==> config.mk <==
export PLATFORM = sky130hd
export DESIGN_NAME = fetch_queue
export DESIGN_NICKNAME = d
export VERILOG_FILES = /design/src/rtl/fetch_pkg.sv /design/src/rtl/fetch_fifo.sv /design/src/rtl/fetch_queue.sv
export SDC_FILE = /design/constraint.sdc
export NUM_CORES = 1
export LEC_CHECK = 0
export ABC_CLOCK_PERIOD_IN_PS = 3850
export BUFFER_PORTS_ARGS = -buffer_cell sky130_fd_sc_hd__buf_2
export CORE_MARGIN = 2
export CORE_UTILIZATION = 30
export DETAILED_ROUTE_END_ITERATION = 7
export GPL_ROUTABILITY_DRIVEN = 0
export PLACE_DENSITY_LB_ADDON = 0.25
export SLEW_MARGIN = 40
export SYNTH_ARGS = -nofsm -noshare
export SYNTH_HDL_FRONTEND = slang
export SYNTH_SLANG_ARGS = --single-unit
==> constraint.sdc <==
create_clock -name clk -period 3.85 [get_ports clk]
set_clock_uncertainty 0.05 [all_clocks]
set_input_delay 0.385 -clock clk [delete_from_list [all_inputs] [get_ports clk]]
set_output_delay 0.385 -clock clk [all_outputs]
set_load 0.005 [all_outputs]
==> src/rtl/fetch_pkg.sv <==
// Shared types and constants for the instruction-fetch queue.
// Pure declarations: no latency, no flow control.
// FETCH_PERF_EN (see fetch_queue) does not affect this package.
package fetch_pkg;

    typedef struct packed {
        logic [31:0] ins;
        logic [31:0] pc4;
    } fetch_entry_t;

    typedef enum logic {
        RUN  = 1'b0,
        HALT = 1'b1
    } state_t;

    localparam logic [5:0]  HALT_OPCODE = 6'b111111;
    localparam logic [31:0] NOP_INS     = 32'h0000_0000;

    function automatic logic is_halt(input logic [31:0] ins);
        return ins[31:26] == HALT_OPCODE;
    endfunction

endpackage

==> src/rtl/fetch_fifo.sv <==
// DEPTH-entry synchronous FIFO of fetch entries; head is read combinationally.
// Latency: a push is visible at the head on the next cycle; flush empties it at the edge.
// Backpressure: caller must not push when full (unless popping) nor pop when empty.
module fetch_fifo
    import fetch_pkg::*;
#(
    parameter int DEPTH = 4
) (
    input  logic         clk,
    input  logic         rst,
    input  logic         push,
    input  logic         pop,
    input  logic         flush,
    input  fetch_entry_t push_entry,
    output fetch_entry_t head,
    output logic         full,
    output logic         empty
);

    localparam int AW = $clog2(DEPTH);

    fetch_entry_t   mem [DEPTH];
    logic [AW-1:0]  rd_ptr;
    logic [AW-1:0]  wr_ptr;
    logic [AW:0]    count;

    assign full  = (count == (AW+1)'(DEPTH));
    assign empty = (count == '0);
    assign head  = mem[rd_ptr];

    always_ff @(posedge clk) begin
        if (rst || flush) begin
            rd_ptr <= '0;
            wr_ptr <= '0;
            count  <= '0;
        end else begin
            if (push) wr_ptr <= wr_ptr + 1'b1;
            if (pop)  rd_ptr <= rd_ptr + 1'b1;
            case ({push, pop})
                2'b10:   count <= count + 1'b1;
                2'b01:   count <= count - 1'b1;
                default: count <= count;
            endcase
        end
    end

    // Storage carries no reset; validity is tracked entirely by count.
    always_ff @(posedge clk) begin
        if (push) mem[wr_ptr] <= push_entry;
    end

endmodule

==> src/rtl/fetch_queue.sv <==
// Fetch stage: owns the PC, reads imem, queues {ins, pc+4} for IF/ID; FETCH_PERF_EN adds perf counters.
// Latency: fetch-to-head 1 cycle when empty; a redirect clears the queue and shows the target 2 cycles later.
// Backpressure: out_ready low holds the head; fetch stalls once the queue is full.
module fetch_queue
    import fetch_pkg::*;
#(
    parameter int          DEPTH      = 4,
    parameter logic [31:0] RESET_PC   = 32'h0000_0000,
    parameter int          IMEM_WORDS = 256
) (
    input  logic        clk,
    input  logic        rst,
    output logic [31:0] imem_addr,
    input  logic [31:0] imem_data,
    input  logic        redirect_en,
    input  logic [31:0] redirect_pc,
    output logic        out_valid,
    input  logic        out_ready,
    output logic [31:0] out_ins,
    output logic [31:0] out_pc4,
    output logic        halted
`ifdef FETCH_PERF_EN
    ,
    output logic [15:0] perf_flush_cnt,
    output logic [15:0] perf_full_cnt
`endif
);

    localparam logic [32:0] PC_LIMIT = 33'(IMEM_WORDS) * 33'd4;

    state_t       state;
    logic [31:0]  fetch_pc;
    fetch_entry_t head;
    fetch_entry_t push_entry;
    logic         full;
    logic         empty;
    logic         in_range;
    logic         fetch_ok;
    logic         do_push;
    logic         do_pop;

    // Redirect suppresses both push and pop so the flush wins cleanly.
    assign in_range   = ({1'b0, fetch_pc} < PC_LIMIT);
    assign do_pop     = !empty && out_ready && !redirect_en;
    assign fetch_ok   = (state == RUN) && !redirect_en && in_range;
    assign do_push    = fetch_ok && (!full || do_pop);
    assign push_entry = '{ins: imem_data, pc4: fetch_pc + 32'd4};

    assign imem_addr = fetch_pc;
    assign out_valid = !empty;
    assign out_ins   = empty ? NOP_INS : head.ins;
    assign out_pc4   = empty ? 32'h0   : head.pc4;

    fetch_fifo #(.DEPTH(DEPTH)) u_fifo (
        .clk        (clk),
        .rst        (rst),
        .push       (do_push),
        .pop        (do_pop),
        .flush      (redirect_en),
        .push_entry (push_entry),
        .head       (head),
        .full       (full),
        .empty      (empty)
    );

    always_ff @(posedge clk) begin
        if (rst) begin
            state    <= RUN;
            fetch_pc <= RESET_PC;
            halted   <= 1'b0;
        end else if (redirect_en) begin
            state    <= RUN;
            fetch_pc <= redirect_pc & ~32'h3;
            halted   <= 1'b0;
        end else if (state == RUN) begin
            if (!in_range) begin
                state  <= HALT;
                halted <= 1'b1;
            end else if (do_push) begin
                // A halt word is queued but the PC stays on it.
                if (is_halt(imem_data)) begin
                    state  <= HALT;
                    halted <= 1'b1;
                end else begin
                    fetch_pc <= fetch_pc + 32'd4;
                end
            end
        end
    end

`ifdef FETCH_PERF_EN
    always_ff @(posedge clk) begin
        if (rst) begin
            perf_flush_cnt <= '0;
            perf_full_cnt  <= '0;
        end else begin
            if (redirect_en && !empty && perf_flush_cnt != 16'hFFFF)
                perf_flush_cnt <= perf_flush_cnt + 16'd1;
            if (fetch_ok && full && !do_pop && perf_full_cnt != 16'hFFFF)
                perf_full_cnt <= perf_full_cnt + 16'd1;
        end
    end
`endif

endmodule

# --- Word-level counts from Yosys, hierarchy flattened ---
# Memories as Yosys holds them, arrays and structs flattened. A register that Yosys moved wholly into a read port is not among the register bits.
# Cells that the tools add are included.
op_classes:
  order_cmp: 1
  mux: 19
  n_eq_ne: 8
  addsub: 5
  reduce_logical: 18
  bitwise_logic: 2
op_table:
  columns: ["op", "count"]
  rows:
  - ["32-bit 2-to-1 mux", 7]
  - ["32-bit by 3-bit adder with 32-bit output (second input constant)", 1]
  - ["32-bit by 11-bit less-than comparator with 1-bit output (second input constant)", 1]
  - ["1-bit 2-to-1 mux", 9]
  - ["4-bit AND reduction", 2]
  - ["6-bit equality test (second input constant)", 1]
  - ["3-bit case mux with 2 select lines", 1]
  - ["2-bit nonzero test", 3]
  - ["1-bit logical AND", 5]
  - ["2-bit by 1-bit adder with 2-bit output (second input constant)", 2]
  - ["2-bit 2-to-1 mux", 2]
  - ["2-bit by 1-bit != test with 1-bit output (second input constant)", 2]
  - ["2-bit != test (second input constant)", 2]
  - ["3-bit by 1-bit adder with 3-bit output (second input constant)", 1]
  - ["3-bit equality test (second input constant)", 1]
  - ["1-bit logical NOT", 3]
  - ["3-bit logical NOT", 1]
  - ["3-bit AND reduction", 1]
  - ["3-bit by 1-bit subtractor with 3-bit output (second input constant)", 1]
  - ["2-bit by 1-bit equality test with 1-bit output (second input constant)", 1]
  - ["2-bit equality test (second input constant)", 1]
  - ["1-bit logical OR", 2]
  - ["1-bit NOT", 2]
  - ["2-bit OR reduction", 1]
word_totals:
  reg_bits: 41
  mem_count: 1
  output_inout_bits: 98
  ram_bits: 256
  word_cells: 61
  in_bits: 68
mem_list:
  columns: ["name", "words", "word_bits", "read_ports", "rd_ports_with_merged_regs", "write_ports", "line_no", "rtl"]
  rows:
  - ["u_fifo.mem", 4, 64, 1, 1, 1, "fetch_fifo.sv:22", "fetch_entry_t mem [DEPTH];"]

# --- Logic depth before layout (Yosys ltp) ---
# Gate-level depths: netlist (run 1).
depth:
  ltp_word: 10
  ltp_mapped: 7
  depth_no_buf: 6

# --- Hierarchy ---
# From an unflattened synthesis (run 1), not the netlist that was laid out.
unflattened:
  cells_unflattened: 674
  area_unflattened_um2: 12105.4
modules_own_cells:
  columns: ["module", "cells_each", "area_per_inst_um2", "instances", "seq_area_each_um2"]
  rows:
  - ["fetch_fifo", 382, 9750.6, 1, 7867.5]
  - ["fetch_queue", 292, 2354.8, 1, 640.6]

# --- Worst setup path after synthesis (run 1) ---
# OpenSTA, ideal clock, no wires.
synth_path:
  kind: "reg-to-reg"
  start: "register fetch_pc[18], in the netlist imem_addr[18]"
  end: "memory u_fifo.mem[1][10] in the netlist's numbering (enable)"
  period_less_slack_ns: 3.202
  stages_incl_launch_ff: 6
  arrival_ns: 2.725
  required_ns: 3.374
  setup_ns: 0.426
  slack_ns: 0.648
  n_path_buf: 1
  cell_sequence: "dfxtp_1 -> buf_4 -> nor4_4 -> nand4_4 -> nor2_1 -> and2_1"
synth_between:
  elab_chain_len: 5
synth_lines:
  columns: ["item", "line_no", "rtl"]
  rows:
  - ["start, declared", "fetch_queue.sv:32", "logic [31:0] fetch_pc;"]
  - ["start signal, assigned", "fetch_queue.sv:73", "fetch_pc <= redirect_pc & ~32'h3;"]
  - ["start signal, assigned", "fetch_queue.sv:85", "fetch_pc <= fetch_pc + 32'd4;"]
  - ["32-bit by 11-bit less-than comparator with 1-bit output", "fetch_queue.sv:43", "assign in_range = ({1'b0, fetch_pc} < PC_LIMIT);"]
  - ["1-bit logical AND", "fetch_queue.sv:45", "assign fetch_ok = (state == RUN) && !redirect_en && in_range;"]
  - ["1-bit logical AND", "fetch_queue.sv:46", "assign do_push = fetch_ok && (!full || do_pop);"]
  - ["1-bit 2-to-1 mux", "fetch_fifo.sv:49", "if (push) mem[wr_ptr] <= push_entry;"]
  - ["1-bit 2-to-1 mux (not written as such)", "fetch_fifo.sv:49", null]
  - ["end, declared", "fetch_fifo.sv:22", null]
# Every way passes these cells.

==> metrics.txt, run 1 <==
run status=finished clean; Clock Tree Buf Depth=3; maximum vdd ir drop=between 200 and 250 µV; adder-cell area share of the yosys netlist=0.694%; final hold viol count=0; f_max=between 300 and 400 MHz; unrepaired setup endpoints after global routing=false; initial core utilization=between 30% and 40%; drc violations=0; xor/xnor share of the synthesized area=2.28%; Least-Margin Pin Slew=703 ps; initial DRC count=286; GR Util met3=around 3.0%; nets=between 900 and 1,000; relative slew slack=between 50% and 60%; gr ovfl total=0; GR Util met1=18.0%; CTS Hold Buffers Added=0; PwrDens=~470 nW/µm²; clock transition at the registers of the reported paths=~60 ps; Critical Path RT=between 3000 and 4000 ps; minimum clock period=2860 ps; # H-tree levels=2; library cells used by synthesis=56; DR pass1 iterations=4; top post-synthesis cells by area=edfxtp_1 63%, mux4_2 12%, dfxtp_1 6.9%, and2_1 3.5%, mux2i_1 1.9%; Post-Synthesis Cells=approximately 680; worst path cell trace=buf_4 -> mux4_2 -> and2_1 -> buf_2; Post-Synth Simple-Gate Area=roughly 10%; most frequent cells in the layout=248 x edfxtp_1, 159 x buf_2, 63 x and2_1, 62 x mux4_2, 48 x nor2_1; die height=~200 µm; commonest non-fill, non-tap cell in the layout=edfxtp_1; latest clock arrival within the worst-skew pair=approximately 520 ps; synthesized area=around 12,000 µm²; Final Max Tran Viols=0; Leak=5.11 nW; Routed Wire Length=between 20,000 and 30,000 µm; Max stage delay cell, worst path=mux4_2; mux cell area share after synthesis=between 10% and 20%; vias=6,501; largest net degree at the start of global routing=between 60 and 70; initial antenna violation count=0; Compound-Gate Fraction of Synth Area=1.65%; endpoints failing setup=0; area of the die=between 40,000 and 50,000 µm²; All-Layer GR Usage=approximately an eighth; chip width=between 200 and 250 µm; CTS Buf Count=35; setup_tns=0 ps; max cap viols=0; FFs w/ async S/R, synth=0%; Antenna Cells=0; number of global-route vias before repair=6,855; area grow syn2layout=21.4%; vias per cell=approximately 4.6; post-synth top area share=between 60% and 70%; cts repair resizes=0; Slowest Stage Delay on Critical Path=600 ps; EDFF count, synth=~250; Yosys warnings=0; input/output buffers=approximately 160; met2 usage in global routing=between 20% and 30%; Startpoint Class=flop; Post-DRT Antenna Nets=0; Synth Register Bits=289; ys flop type=edfxtp_1; critical path fanouts, max=17; CP Capture Type=primary output; Avg Inst Size Synth=approximately 17 µm²; Crit Path Class=flop to primary output; clk sink count=around 290; hpwl dp=between 15,000 and 20,000 µm; I/O pins=roughly 170; first-pass GRT wire length=between 40,000 and 50,000 µm; routed length per instance=about 19 µm; period utilisation layout=~74%; Post-CTS Setup Bufs=0; core area=roughly 39,000 µm²; Pwr Total=just under 7 mW; HP Class=primary input to flop; GRT Max-Usage Layer=met2; CTS tree=done; Synth area leader=edfxtp_1; crit path DAT=~2400 ps; Root Driver=clkbuf_16; largest family of logic cells by synthesized area=multiplexers; ratio of cells with drive above 1 in the final layout=35.9%; # rows=slightly above 70; sequential share of the synthesized area=approximately 69%
-- layer usage --
metal	wire length, µm	vias up
met1	12700	3318
li1	-	2976
met5	0	-
met4	631	0
met3	1350	46
met2	12400	161
-- flip-flops by register name, summed over array words and instances, names as in the netlist, named ones only --
signal	flops
state	1
halted	1
u_fifo.wr_ptr	2
u_fifo.rd_ptr	2
u_fifo.count	3
u_fifo.mem	248
imem_addr	30
-- cell families (layout without fill, tap and decap cells) --
group,Yosys count,in the layout
AOI/OAI and AO/OA,27,27
and+or+nand+nor,194,194
buffers and inverters,48,245
xor gates and xnor gates,31,31
adders and majority gates,6,6
DFF,289,289
muxes,86,86
other,1,4
-- worst max-delay path, delay by kind of cell, from the launching register on --
kind	cells	cell delay, ps
buffers and inverters	2	560
DFF	1	550
muxes	1	600
and+or+nand+nor	1	190
-- stage by stage --
step / area, µm² / util (%) / cells / hold WS, ps / worst slack, ps
floorplan: 11900 / - / 685 / 414 / 648
global placement: 13400 / 34.3 / 1338 / 398 / 1160
detailed placement: 13400 / 34.3 / 1338 / 404 / 1120
CTS: 14500 / 37.1 / 1400 / 8.18 / 879
global route: 14500 / 37.1 / 1400 / 14.9 / 824
finish: 14500 / 37.1 / 1400 / 41.3 / 986
-- cells in the mapped netlist (2+ instances only) --
library cell and instances:
ha_1 5, inv_1 10, nor3_1 8, nor3_4 2
nand2_1 20, or2_2 2, clkbuf_2 3, buf_1 2
clkbuf_1 17, buf_4 5, nor4_4 7, nand4_1 7
a31oi_1 5, mux2i_1 23, mux4_2 62, and2_1 67
nor2_1 48, a22oi_1 2, nand3_1 13, xor2_1 14
buf_6 2, dfxtp_1 41, a21oi_1 5, o21a_1 3
edfxtp_1 248, or3b_2 5, xnor2_1 17, a32oi_1 3
buf_2 9
-- report_power, final --
| group | total, mW | internal [mW] | switching, mW |
|---|---|---|---|
| Clock | 3.11 | 1.86 | 1.25 |
| Combinational | 0.207 | 0.0912 | 0.116 |
| Sequential | 3.47 | 3.42 | 0.0458 |
-- path summary, 6_finish.rpt --
| check | slack (ps) | to | depth (start not counted) | startpoint |
|---|---|---|---|---|
| setup / recovery | 990 | out_pc4[17] | 4 | flop |
| hold / removal | 40 | u_fifo.mem[0][40]$_DFFE_PP_ | 1 | imem_data[8] |
| setup reg to reg | 1150 | u_fifo.mem[1][60]$_DFFE_PP_ | 5 | imem_addr[10]$_SDFFE_PP0P_ |
| hold reg to reg | 410 | halted$_SDFFE_PP0P_ | 1 | halted$_SDFFE_PP0P_ |
-- cell type report --
class,count,area [µm²]
multi-input combinational,348,3430
inverter,10,37.5
tap,518,648
sequential,289,8280
timing repair buffer,173,963
clock buffer,40,926
clock inverter,22,169
fill,3681,24500
(Power assumes the default switching activity.)
==> run 2: changes to the inputs <==
--- a/config.mk
+++ b/config.mk
@@ -5,7 +5,8 @@
 export SDC_FILE = /design/constraint.sdc
 export NUM_CORES = 1
 export LEC_CHECK = 0
-export ABC_CLOCK_PERIOD_IN_PS = 3850
+export ABC_AREA = 1
+export ABC_CLOCK_PERIOD_IN_PS = 2800
 export BUFFER_PORTS_ARGS = -buffer_cell sky130_fd_sc_hd__buf_2
 export CORE_MARGIN = 2
 export CORE_UTILIZATION = 30
==> constraint.sdc (replaced) <==
create_clock -name clk -period 2.8 [get_ports clk]
set_clock_uncertainty 0.05 [all_clocks]
set_input_delay 0.28 -clock clk [delete_from_list [all_inputs] [get_ports clk]]
set_output_delay 0.28 -clock clk [all_outputs]
set_load 0.005 [all_outputs]
==> run 2 against run 1 <==
  * Worst setup slack got worse by 630 ps
  * Non-clock buffer count increased by 57
  * Sequential power increased by 37%
  * Power increased by 41%
  * Die area increased by 1.8%
  * Combinational power increased by 65%
  * Routed wire length increased by 15%
  * Hold slack got worse by 21 ps
  * Largest power group unchanged
==> metrics.txt, run 2 <==
run status=finished clean (unchanged); synthesized area=12,100 µm² (was 11,900 µm²); top-count cell post-synth=nor2_1 (was edfxtp_1); core area=39,800 µm² (was 38,900 µm²); f_max=409 MHz; sequential share of the synthesized area=68.2% (was 69.4%); clock transition at the registers of the reported paths=60 ps (about the same); initial core utilization=30.4% (was 30.6%); Slowest Stage Delay on Critical Path=430 ps (was 600 ps); ys flop type=edfxtp_1 (unchanged); unrepaired setup endpoints after global routing=false (unchanged); kind of cell adding the most delay to the critical path=simple AND/OR/NAND/NOR gates (was multiplexers); Routed Wire Length=31,100 µm (was 27,100 µm); Final Max Tran Viols=0 (unchanged); minimum clock period=~2400 ps; CTS Buf Count=34 (was 35); Critical Path RT=2940 ps (was 3410 ps); area of the die=42,000 µm² (was 41,300 µm²); ratio of cells with drive above 1 in the final layout=19.6% (was 35.9%); first-pass GRT wire length=48,500 µm (was 41,100 µm); Startpoint Class=flop (unchanged); vias per cell=4.60 (was 4.64); largest net degree at the start of global routing=125 (was 64); Post-DRT Antenna Nets=0 (unchanged); footprint of the multi-input gates=3480 µm² (was 3430 µm²); hpwl dp=19,100 µm (was 17,200 µm); synth cell count leaders=288 x nor2_1, 248 x edfxtp_1, 127 x o21ai_0 (was 248 x edfxtp_1, 67 x and2_1, 62 x mux4_2); CTS tree=done (unchanged); number of global-route vias before repair=8,484 (was 6,855); Antenna Cells=0 (unchanged); final hold viol count=0 (unchanged); vias=8,571 (was 6,501); Synth Register Bits=289 (unchanged); Avg Inst Size Synth=10.9 µm² (was 17.5 µm²); Least-Margin Pin Slew=760 ps (was 703 ps); Worst Hold Margin=20.0 ps (was 41.3 ps); PwrDens=627 nW/µm² (was 469 nW/µm²); endpoints failing setup=0 (unchanged); top post-synthesis cells by area=edfxtp_1 61%, nor2_1 8.9%, dfxtp_1 6.8%, o21ai_0 5.2%, a21oi_1 4.1% (was edfxtp_1 63%, mux4_2 12%, dfxtp_1 6.9%, and2_1 3.5%, mux2i_1 1.9%); DR pass1 iterations=5 (was 4); Filler Cell Count=3,928 (was 3,681); most frequent cells in the layout=284 x nor2_1, 248 x edfxtp_1, 159 x buf_2, 127 x o21ai_0, 99 x a21oi_1 (was 248 x edfxtp_1, 159 x buf_2, 63 x and2_1, 62 x mux4_2, 48 x nor2_1); All-Layer GR Usage=14.9% (was 13.2%); CP Buf/Inv Count=1 (was 2); I/O pins=166 (unchanged); Post-CTS Setup Bufs=0 (unchanged); CTS Hold Buffers Added=50 (was 0); initial antenna violation count=0 (unchanged); Root Driver=clkbuf_16 (unchanged); crit path DAT=2580 ps (was 2430 ps); HP Class=primary input to flop (unchanged); CP Capture Type=flop (was primary output); FFs w/ async S/R, synth=0% (unchanged); Yosys warnings=0 (unchanged); drc violations=0 (unchanged); Top reg by flops=u_fifo.mem (unchanged); Clock Tree Buf Depth=3 (unchanged); Synth area leader=edfxtp_1 (unchanged); routed length per instance=16.7 µm (was 19.3 µm); input/output buffers=159 (unchanged); FF/Latch Area=8270 µm² (was 8280 µm²); Final Worst Setup Slack=353 ps (was 986 ps); Leak=5.71 nW (was 5.11 nW); worst path cell trace=nor2_1 -> nand2_1 -> nor2_1 -> nand3_2 -> nor2_4 -> nand2_2 -> nor2_4 -> buf_12 (was buf_4 -> mux4_2 -> and2_1 -> buf_2); clk sink count=289 (unchanged); library cells used by synthesis=34 (was 56); chip width=205 µm (was 203 µm); setup_tns=0 ps (unchanged); # H-tree levels=2 (unchanged); # rows=73 (was 72); Post-Synthesis Cells=1,111 (was 682); Crit Path Class=flop to flop (was flop to primary output); period utilisation layout=between 80% and 90%; commonest non-fill, non-tap cell in the layout=nor2_1 (was edfxtp_1); Max stage delay cell, worst path=nor2_4 (was mux4_2); post-synth top area share=61.4% (was 62.6%); cts repair resizes=0 (unchanged); relative slew slack=49.0% (was 53.2%); die height=205 µm (was 203 µm); nets=1,389 (was 931); pre-CTS setup slack=324 ps (was 1120 ps); max FFs per register=248 (unchanged); critical path fanouts, max=28 (was 17); EDFF count, synth=248 (unchanged); area grow syn2layout=25.7% (was 21.4%); gr ovfl total=0 (unchanged); initial DRC count=422 (was 286); maximum vdd ir drop=307 µV (was 216 µV); final core utilization=38.3% (was 37.1%); max cap viols=0 (unchanged); latest clock arrival within the worst-skew pair=500 ps (was 520 ps)
run 2: cell count changes after synthesis, moves of 26 or more:
cell      before  now
nor2_1        48  288
mux4_2        62    0
a21oi_1        5   99
clkbuf_1      17   43
nand2_1       20   97
and2_1        67    0
nand3_1       13   41
o21ai_0        0  127
run 2: layer usage:
layer  wire, µm  global-route usage, %
met1      13900                   19.7
met2      15000                   25.2
met3       1760                   3.18
met4        438                   2.95
met5          0                      0
run 2: final timing paths:
path                         startpoint                     endpoint  slack, ps  cells after the start
max          imem_addr[25]$_SDFFE_PP0P_  u_fifo.mem[3][39]$_DFFE_PP_        350                      8
min                       imem_data[31]  u_fifo.mem[2][63]$_DFFE_PP_         20                      1
max reg2reg  imem_addr[25]$_SDFFE_PP0P_  u_fifo.mem[3][39]$_DFFE_PP_        350                      8
min reg2reg         halted$_SDFFE_PP0P_          halted$_SDFFE_PP0P_        410                      2
run 2: layout make-up:
class	instances	area share [%]
flip-flops and latches	289	54.3
multi-input cells	728	22.8
repair buffers	230	10.4
clock buffers	42	6.20
well taps	525	4.31
clock inverters	18	1.26
inverters	32	0.796
run 2: where the power goes:
part	switching, mW	internal (mW)	leakage (nW)	total, mW
clock network	1.70	2.76	0.561	4.46
registers	0.0472	4.71	2.59	4.75
logic	0.190	0.151	2.56	0.341
run 2: worst reg2reg max path: stages (launching register included):
cell     delay [ps]
dfxtp_1         390
nor2_1          160
nand2_1          60
nor2_1          150
nand3_2         180
nor2_4          190
nand2_2         220
nor2_4          440
buf_12          290
run 2: logic make-up (layout without fill, tap and decap cells):
logic type	count (synthesis)	after routing	synth area share, %
buffers and inverters	97	322	3.45
XOR/XNOR	28	28	2.08
other	1	4	0.0309
adder cells (fa/ha/maj)	6	6	0.681
AO/OA/AOI/OAI	228	228	9.44
AND/OR/NAND/NOR	462	462	16.1
flip-flops	289	289	68.2
run 2: stage by stage:
step | area [µm²] | std cells | total power, mW
2_1_floorplan | 12100 | 1114 | 4.98
3_3_place_gp | 13600 | 1754 | 5.12
3_5_place_dp | 13600 | 1754 | 5.13
4_1_cts | 15200 | 1864 | 9.70
5_1_grt | 15200 | 1864 | 9.93
6_report | 15200 | 1864 | 9.56
==> run 3: changes to the inputs <==
--- a/config.mk
+++ b/config.mk
@@ -8,6 +8,8 @@
 export ABC_AREA = 1
 export ABC_CLOCK_PERIOD_IN_PS = 2800
 export BUFFER_PORTS_ARGS = -buffer_cell sky130_fd_sc_hd__buf_2
+export CELL_PAD_IN_SITES_DETAIL_PLACEMENT = 1
+export CELL_PAD_IN_SITES_GLOBAL_PLACEMENT = 2
 export CORE_MARGIN = 2
 export CORE_UTILIZATION = 30
 export DETAILED_ROUTE_END_ITERATION = 7
==> run 3 against run 2 <==
  * Via count increased by 1.2%
  * First-iteration DRC count decreased by 9.7%
  * Maximum frequency decreased by 4.4%
==> metrics.txt, run 3 (same netlist as run 2, synthesis figures left out) <==
run status=finished clean (unchanged); # rows=73 (unchanged); CP Capture Type=primary output (was flop); CTS tree=done (unchanged); I/O pins=166 (unchanged); most frequent cells in the layout=284 x nor2_1, 248 x edfxtp_1, 159 x buf_2, 127 x o21ai_0, 99 x a21oi_1 (unchanged); clk sink count=289 (unchanged); max cap viols=0 (unchanged); area of the die=42,000 µm² (unchanged); post-place instance area=13,600 µm² (about the same); Root Driver=clkbuf_16 (unchanged); gr ovfl total=0 (unchanged); endpoints failing setup=0 (unchanged); area grow syn2layout=25.3% (was 25.7%); initial DRC count=381 (was 422); Max stage delay cell, worst path=inv_2 (was nor2_4); max FFs per register=248 (unchanged); Final Max Tran Viols=0 (unchanged); vias=8,676 (was 8,571); Leak=5.67 nW (was 5.71 nW); final hold viol count=0 (unchanged); vias per cell=4.65 (was 4.60); setup_tns=0 ps (unchanged); critical path fanouts, max=24 (was 28); All-Layer GR Usage=16.1% (was 14.9%); Sw Ratio=20.4% (was 20.3%); number of global-route vias before repair=9,027 (was 8,484); Startpoint Class=flop (unchanged); Post-DRT Antenna Nets=0 (unchanged); kind of cell adding the most delay to the critical path=buffers and inverters (was simple AND/OR/NAND/NOR gates); drc violations=0 (unchanged); final core utilization=38.1% (was 38.3%); first-pass GRT wire length=51,700 µm (was 48,500 µm); Critical Path RT=2470 ps (was 2940 ps); HP Class=primary input to flop (unchanged); Routed Wire Length=33,300 µm (was 31,100 µm); ratio of cells with drive above 1 in the final layout=19.3% (was 19.6%); nets=1,395 (was 1,389); Pwr Total=9.25 mW (was 9.56 mW); CTS Buf Count=34 (unchanged); Top reg by flops=u_fifo.mem (unchanged); relative slew slack=55.1% (was 49.0%); maximum vdd ir drop=306 µV (was 307 µV); Post-CTS Setup Bufs=0 (unchanged); worst path cell trace=nor2_4 -> nand2_1 -> inv_2 -> buf_4 -> a21oi_1 -> buf_2 (was nor2_1 -> nand2_1 -> nor2_1 -> nand3_2 -> nor2_4 -> nand2_2 -> nor2_4 -> buf_12); minimum clock period=2560 ps (was 2450 ps); clock transition at the registers of the reported paths=60 ps (about the same); hpwl dp=21,200 µm (was 19,100 µm); Clock Tree Buf Depth=3 (unchanged); DR pass1 iterations=4 (was 5); routed length per instance=17.9 µm (was 16.7 µm); Crit Path Class=flop to primary output (was flop to flop); die height=205 µm (unchanged); crit path DAT=2230 ps (was 2580 ps); chip width=205 µm (unchanged); initial antenna violation count=0 (unchanged); input/output buffers=159 (unchanged); period utilisation layout=91.4% (was 87.4%); Gate power share=3.8% (was 3.6%); f_max=391 MHz (was 409 MHz); CP Buf/Inv Count=3 (was 1); latest clock arrival within the worst-skew pair=510 ps (was 500 ps); PwrDens=609 nW/µm² (was 627 nW/µm²); design area=15,200 µm² (about the same); core area=39,800 µm² (unchanged); # H-tree levels=2 (unchanged); register share of total power=51.3% (was 49.7%); largest net degree at the start of global routing=63 (was 125); Clk pwr share=44.8% (was 46.7%); net load switching power=1.89 mW (was 1.94 mW); commonest non-fill, non-tap cell in the layout=nor2_1 (unchanged); Slowest Stage Delay on Critical Path=510 ps (was 430 ps); Least-Margin Pin Slew=673 ps (was 760 ps); Antenna Cells=0 (unchanged); initial core utilization=30.4% (unchanged); Internal Power=7.36 mW (was 7.62 mW); unrepaired setup endpoints after global routing=false (unchanged)
[run 3: power groups by stage]
stage / registers, mW / clock network [mW] / logic, mW
after CTS: 4.75 / 4.28 / 0.363
after floorplan: 4.83 / 0 / 0.144
final: 4.75 / 4.15 / 0.355
after global placement: 4.84 / 0 / 0.300
after detailed placement: 4.84 / 0 / 0.304
after global routing: 4.76 / 4.46 / 0.403
[run 3: worst min-delay path: stages]
cell	delay, ps
buf_2	120
nand2_1	60
a21oi_1	60
[run 3: timing repair]
item / CTS / global route
hold buffers: 51 / 0
endpoints found under the hold margin: 147 / 0
endpoints found under the setup margin: 0 / 0
gates resized for setup: 0 / 0
[run 3: final cells by class]
cell class / count / area, µm²
fillers: 4415 / 24600
flip-flops and latches: 289 / 8270
multi-input cells: 728 / 3480
well taps: 525 / 657
inverters: 32 / 121
repair buffers: 236 / 1630
clock buffers: 48 / 935
clock inverters: 9 / 97.6
[run 3: final timing paths]
kind | from | endpoint | slack (ps) | cells past startpoint
worst max-delay path | u_fifo.count[0]$_SDFFE_PP0P_ | out_pc4[19] | 240 | 6
worst min-delay path | redirect_pc[25] | imem_addr[25]$_SDFFE_PP0P_ | 20 | 3
worst max register to register | imem_addr[27]$_SDFFE_PP0P_ | u_fifo.mem[3][30]$_DFFE_PP_ | 410 | 8
worst min register to register | u_fifo.rd_ptr[1]$_SDFFE_PP0P_ | flop | 410 | 2
[run 3: per-stage QoR]
step / hold WS [ps] / setup slack, ps / cells
6_report: 24.0 / 241 / 1867
5_1_grt: 10.2 / 7.30 / 1867
3_5_place_dp: 407 / 322 / 1759
2_1_floorplan: 329 / -372 / 1114
3_3_place_gp: 397 / 346 / 1759
4_1_cts: 5.95 / 163 / 1867
[run 3: layer usage]
layer	GRT usage (%)	wire, µm
met5	0	0
met4	3.57	481
met3	3.29	1640
met2	27.4	16100
met1	21.0	15100
